[config.mk]
export PLATFORM = sky130hd
export DESIGN_NAME = control_unit
export DESIGN_NICKNAME = d
export VERILOG_FILES = /design/src/rtl/cpu_ctrl_pkg.sv /design/src/rtl/control_unit.sv
export SDC_FILE = /design/constraint.sdc
export NUM_CORES = 1
export LEC_CHECK = 0
export CAP_MARGIN = 10
export CORE_MARGIN = 2
export CORE_UTILIZATION = 37
export CTS_CLUSTER_DIAMETER = 200
export DETAILED_ROUTE_END_ITERATION = 8
export GPL_TIMING_DRIVEN = 0
export PLACE_DENSITY_LB_ADDON = 0.3
export SLEW_MARGIN = 15
export SYNTH_ARGS = -nofsm -noshare
export SYNTH_HDL_FRONTEND = slang
export SYNTH_SLANG_ARGS = --single-unit
[constraint.sdc]
create_clock -name clk -period 1.64 [get_ports clk]
set_input_delay 0.246 -clock clk [delete_from_list [all_inputs] [get_ports clk]]
set_output_delay 0.246 -clock clk [all_outputs]
set_load 0.05 [all_outputs]
[src/rtl/cpu_ctrl_pkg.sv]
// cpu_ctrl_pkg: control-unit state encoding, opcode constants and the strobe bundle.
package cpu_ctrl_pkg;

    typedef enum logic [3:0] {
        S_FETCH, S_DECODE, S_OPR_HI, S_OPR_LO, S_IMM, S_MEM_RD,
        S_MEM_WR, S_WB_TR, S_JUMP, S_ALU_EX, S_ALU_WB
    } state_e;

    localparam logic [2:0] OP_LDR = 3'b000;
    localparam logic [2:0] OP_STR = 3'b001;
    localparam logic [2:0] OP_JMP = 3'b010;
    localparam logic [2:0] OP_JZ  = 3'b011;
    localparam logic [2:0] OP_JC  = 3'b100;
    localparam logic [2:0] OP_MVI = 3'b101;
    localparam logic [1:0] OP_ALU = 2'b11;

    typedef struct packed {
        logic ld_ir;
        logic ld_di;
        logic cen_pc;
        logic ld_pc;
        logic ld_tr_12_8;
        logic ld_tr_7_0;
        logic mem_src_pc;
        logic mem_src_tr;
        logic mem_write;
        logic sel_ir_3_2;
        logic sel_ir_4_3;
        logic write_reg_en;
        logic rf_src_tr;
        logic rf_src_alu;
        logic alu_src_reg1;
        logic ld_alu;
        logic ld_czn;
        logic czn_src_rf;
        logic czn_src_alu;
        logic instr_done;
    } ctrl_t;

    function automatic logic is_alu(input logic [2:0] op);
        return op[2:1] == OP_ALU;
    endfunction

endpackage

[src/rtl/control_unit.sv]
// control_unit: Moore sequencer for the 8-bit CPU; strobes decode from the state register.
module control_unit
    import cpu_ctrl_pkg::*;
(
    input  logic       clk,
    input  logic       rst,
    input  logic [2:0] opcode,
    input  logic [2:0] czn,
    output logic       ld_IR,
    output logic       ld_DI,
    output logic       cen_PC,
    output logic       ld_PC,
    output logic       ld_TR_12_8,
    output logic       ld_TR_7_0,
    output logic       sel_MEM_src_PC,
    output logic       sel_MEM_src_TR,
    output logic       mem_write,
    output logic       sel_IR_3_2,
    output logic       sel_IR_4_3,
    output logic       write_reg_en,
    output logic       sel_RF_write_src_TR_7_0,
    output logic       sel_writeSRC_ALU,
    output logic       sel_ALU_src_reg1,
    output logic       ld_ALU,
    output logic       ld_CZN,
    output logic       sel_CZN_src_RF,
    output logic       sel_CZN_src_ALU,
    output logic       instr_done
);

    state_e state_q, state_d;
    ctrl_t  c, o;
    logic   unused_n;

    assign unused_n = czn[2];

    always_ff @(posedge clk or negedge rst) begin
        if (!rst) state_q <= S_FETCH;
        else      state_q <= state_d;
    end

    always_comb begin
        c       = '0;
        state_d = S_FETCH;
        case (state_q)
            S_FETCH: begin
                c.mem_src_pc = 1'b1;
                c.ld_ir      = 1'b1;
                c.ld_di      = 1'b1;
                c.cen_pc     = 1'b1;
                state_d      = S_DECODE;
            end
            S_DECODE: state_d = is_alu(opcode) ? S_ALU_EX : (opcode == OP_MVI) ? S_IMM : S_OPR_HI;
            S_OPR_HI: begin
                c.mem_src_pc = 1'b1;
                c.ld_tr_12_8 = 1'b1;
                c.cen_pc     = 1'b1;
                state_d      = S_OPR_LO;
            end
            S_OPR_LO: begin
                c.mem_src_pc = 1'b1;
                c.ld_tr_7_0  = 1'b1;
                c.cen_pc     = 1'b1;
                state_d      = (opcode == OP_LDR) ? S_MEM_RD :
                               (opcode == OP_STR) ? S_MEM_WR :
                               (opcode inside {OP_JMP, OP_JZ, OP_JC}) ? S_JUMP : S_FETCH;
            end
            S_IMM: begin
                c.mem_src_pc = 1'b1;
                c.ld_tr_7_0  = 1'b1;
                c.cen_pc     = 1'b1;
                state_d      = S_WB_TR;
            end
            S_MEM_RD: begin
                c.mem_src_tr = 1'b1;
                c.ld_tr_7_0  = 1'b1;
                state_d      = S_WB_TR;
            end
            S_WB_TR: begin
                c.sel_ir_4_3   = 1'b1;
                c.rf_src_tr    = 1'b1;
                c.write_reg_en = 1'b1;
                c.ld_czn       = 1'b1;
                c.czn_src_rf   = 1'b1;
                c.instr_done   = 1'b1;
            end
            S_MEM_WR: begin
                c.mem_src_tr = 1'b1;
                c.mem_write  = 1'b1;
                c.instr_done = 1'b1;
            end
            // Branch condition looks at the flags only while in JUMP.
            S_JUMP: begin
                c.ld_pc      = (opcode == OP_JMP) | ((opcode == OP_JZ) & czn[1]) | ((opcode == OP_JC) & czn[0]);
                c.instr_done = 1'b1;
            end
            S_ALU_EX: begin
                c.alu_src_reg1 = 1'b1;
                c.ld_alu       = 1'b1;
                state_d        = S_ALU_WB;
            end
            S_ALU_WB: begin
                c.sel_ir_3_2   = 1'b1;
                c.rf_src_alu   = 1'b1;
                c.write_reg_en = 1'b1;
                c.ld_czn       = 1'b1;
                c.czn_src_alu  = 1'b1;
                c.instr_done   = 1'b1;
            end
            default: state_d = S_FETCH;
        endcase
    end

    // Reset silences every strobe immediately, not just at the next edge.
    assign o = rst ? c : '0;

    assign ld_IR                   = o.ld_ir;
    assign ld_DI                   = o.ld_di;
    assign cen_PC                  = o.cen_pc;
    assign ld_PC                   = o.ld_pc;
    assign ld_TR_12_8              = o.ld_tr_12_8;
    assign ld_TR_7_0               = o.ld_tr_7_0;
    assign sel_MEM_src_PC          = o.mem_src_pc;
    assign sel_MEM_src_TR          = o.mem_src_tr;
    assign mem_write               = o.mem_write;
    assign sel_IR_3_2              = o.sel_ir_3_2;
    assign sel_IR_4_3              = o.sel_ir_4_3;
    assign write_reg_en            = o.write_reg_en;
    assign sel_RF_write_src_TR_7_0 = o.rf_src_tr;
    assign sel_writeSRC_ALU        = o.rf_src_alu;
    assign sel_ALU_src_reg1        = o.alu_src_reg1;
    assign ld_ALU                  = o.ld_alu;
    assign ld_CZN                  = o.ld_czn;
    assign sel_CZN_src_RF          = o.czn_src_rf;
    assign sel_CZN_src_ALU         = o.czn_src_alu;
    assign instr_done              = o.instr_done;

endmodule

==> results.sh <==
export IMPL_power_switching_fraction_pct=50.4
export IMPL_dp_slack_ns=-1.02
export IMPL_die_y_microns=41.5
export IMPL_grt_setup_unrepaired="true"
export IMPL_synth_simple_gate_area_share_pct=36.3
export IMPL_synth_mux_area_share_pct=4.09
export IMPL_total_number_of_clock_tree_sinks=4
export IMPL_root_buffer="sky130_fd_sc_hd__clkbuf_4"
export IMPL_finalWeightedCongestion=0.802
export IMPL_leakage_uw=0.000545
export IMPL_global_route_usage_total_pct=24.1
export IMPL_detail_route_iter0_violations=59
export IMPL_power_ir_vdd_worst_mv=1.35
export IMPL_number_of_flip_flops_under_the_largest_register_name=4
export IMPL_synth_top_family_by_area="simple AND/OR/NAND/NOR gates"
export IMPL_seqPwrFrac_pct=8.9
export IMPL_antenna_found_initial=0
export IMPL_critical_path_cell_by_cell="buf_6 -> nand3b_1 -> buf_6 -> nor2_4 -> buf_6 -> buf_8"
export IMPL_grt_remaining_overflow=0
export IMPL_place_area_sq_um=927
export IMPL_regMostFlops="state_q"
export IMPL_fmax_ghz=0.541
export IMPL_ant_diodes=0
export IMPL_critical_path_endpoint_type="output port"
export IMPL_setup_worst_path_start_class="register"
export IMPL_final_skew_ns=0.0130
export IMPL_drt_vias_per_instance=6.00
export IMPL_cts_buffers=3
export IMPL_cpMaxStageDelayCell="sky130_fd_sc_hd__dfrtp_2"
export IMPL_worstMarginPinSlew_ns=0.440
export IMPL_pre_repair_dr_iteration_count=5
export IMPL_failed_checks="negative setup slack"
export IMPL_io_pins=28
export IMPL_final_critical_path_setup_slack_ns=-0.208
export IMPL_io_buffers=26
export IMPL_synth_fp_nets=78
export IMPL_drc_viols=0
export IMPL_global_route_wire_length_before_repair_mm=3.14
export IMPL_synth_ff_latch_count=4
export IMPL_final_core_utilization_pct=94.3
export IMPL_timing_final_crit_period_ns=1.85
export IMPL_flow_area_growth_from_synthesis_pct=136
export IMPL_netlist_area_sq_um=520
export IMPL_die_w_microns=41.5
export IMPL_post_synthesis_cell_count=70
export IMPL_clock_tree_buffer_depth=2
export IMPL_max_cap_violations=0
export IMPL_final_net_count=133
export IMPL_required_ns=1.39
export IMPL_r2r_start="state_q[2]"
export IMPL_floorplan_initialDensity_pct=40.0
export IMPL_route_vias_total=828
export IMPL_drt_antenna_violating_nets=0
export IMPL_max_slew_margin_rel_pct=70.7
export IMPL_n_fill_cell=40
export IMPL_ys_types=28
export IMPL_slew_viols_final=0
export IMPL_fp_coreArea_sq_um=1300
export IMPL_intPower_uw=1140
export IMPL_sequential_fraction_of_the_synthesis_area_pct=19.2
export IMPL_setup_violations_final=21
export IMPL_cts_htree_levels=1
export IMPL_path_delay_family="buffers and inverters"
export IMPL_finalWirelength_mm=2.84
export IMPL_period_share_pct=113
export IMPL_cp_max_stage_delay_ns=0.44
export IMPL_critical_path_top_cell_by_count="sky130_fd_sc_hd__buf_6"
export IMPL_regToRegEndpoint="state_q[1]"
export IMPL_post_drt_wl_per_cell_microns=20.6
export IMPL_type_of_the_worst_min_delay_path="input pin to asynchronous set/reset pin"
export IMPL_row_count=13
export IMPL_clk_network_pwr_share_pct=6.0
export IMPL_placed_cells_incl_taps=111
export IMPL_stdcell_count=138
export IMPL_r2r_cells=7
export IMPL_clock_insertion_delay_worst_skew_ns=0.26
export IMPL_synth_compound_area_share_pct=22.1
export IMPL_worst_path_buf_inv=4
export IMPL_register_to_register_setup_slack_ns=-0.08
export IMPL_cts_tree="done"
export IMPL_grt_max_degree=10
export IMPL_finalHoldViolations=0
export IMPL_critPathMaxFanout=5
export IMPL_finalHoldWorstSlack_ns=0.0311
export IMPL_final_design_area_no_fill_sq_um=1230
export IMPL_hpwlAfterDp_mm=1.08
export IMPL_comb_power_share_pct=85.1
export IMPL_largest_registers="state_q: 4 flops"
export IMPL_outcome="finished, violations left"
export IMPL_yosys_warnings=0
export IMPL_worst_ep_arrival_time_ns=1.60
export IMPL_p_sw_uw=1160
export IMPL_critical_path_class="register to output port"
export IMPL_clk_pin_slew_ns=0.05
export IMPL_first_global_vias=689
export IMPL_die_area_sq_um=1720
export IMPL_post_synth_fa_ha_maj_area_fraction_pct=0
export IMPL_synthXorXnorAreaFrac_pct=0
export IMPL_drive_above_1_share_pct=66.7
export IMPL_synth_avg_cell_area_sq_um=7.44
export IMPL_power_per_cell_area_nw_per_um2=1870
## cell type report
type                    count  area, sq um  area share (%)
flip-flops and latches      4          101            8.26
repair buffers             51          494            40.3
well taps                  15         18.8            1.53
multi-input cells          53          459            37.4
plain buffers              12          131            10.7
clock buffers               3         22.5            1.83
## cell usage after synthesis, drive strengths merged
cell    count  share of area [%]
nor4        2                3.6
nand4b      1                1.7
a21boi      2                2.9
a211o       1                1.9
nor2        6                4.3
o31ai       1                1.4
a31o        1                1.7
nor2b       5                6.0
o21bai      1                1.4
o21ai       3                2.9
nor3        2                1.9
nor3b       1                1.4
nand2b      4                4.8
mux2        1                2.2
a31oi       1                1.2
mux2i       1                1.9
nand2       9                6.5
a211oi      2                2.9
or3         1                1.2
nor4b       1                1.7
buf        13                 18
or3b        1                1.7
nand3b      1                1.4
a21oi       4                3.8
dfrtp       4                 19
o32a        1                1.9
## kinds of logic after synthesis
family / Yosys count
flip-flops: 4
buffers and inverters: 13
multiplexers: 2
AND/OR/NAND/NOR: 34
AO/OA/AOI/OAI: 17
## layout by cell type (no fill, tap or decap), drive strengths merged, types with 2 or more instances in the layout
cell type	instances
clkdlybuf4s50	2
nand2b	4
nor3	2
dlygate4sd2	3
a21boi	2
nand2	9
nor4	2
a211oi	2
nor2	6
o21ai	3
buf	57
dfrtp	4
a21oi	4
clkbuf	3
nor2b	5
## worst max path at each step
stage                     depth (start not counted)  slack, ns                to        from
final                                             6      -0.21  sel_writeSRC_ALU  state_q[2]
after detailed placement                          5      -1.02        sel_IR_3_2         rst
after CTS                                         5      -0.22             ld_PC  state_q[2]
after global placement                            5      -0.98  sel_ALU_src_reg1         rst
after floorplan                                   4      -0.25             ld_IR  state_q[3]
after global routing                              5      -0.25             ld_PC  state_q[0]
## power groups by stage
stage / combinational (uW) / clock, uW / sequential (uW)
5_1_grt: 2020 / 153 / 208
3_3_place_gp: 1250 / 0 / 188
3_5_place_dp: 1270 / 0 / 189
6_report: 1950 / 138 / 205
4_1_cts: 1650 / 143 / 183
2_1_floorplan: 1000 / 0 / 177
## timing repair
action	in CTS	in global routing
hold buffers	0	0
setup endpoints to repair	20	20
pin swaps	3	5
gates resized for setup	149	16
setup buffers	19	6
## stage by stage
stage                     total power [uW]  TNS [ns]
after floorplan                       1180    -0.787
after global placement                1440    -16.31
after detailed placement              1460    -16.88
after CTS                             1980     -1.91
after global routing                  2380     -3.73
final                                 2300     -2.69
## layer usage
| layer | global-route usage (%) | vias to the layer above | part of all wire, % |
|---|---|---|---|
| met4 | 12.3 | 0 | 4.2 |
| met3 | 6.96 | 16 | 9.7 |
| met5 | 0 | - | 0 |
| met2 | 42.8 | 82 | 51 |
| li1 | - | 347 | - |
| met1 | 25.5 | 383 | 35 |
(Power assumes the default switching activity.)
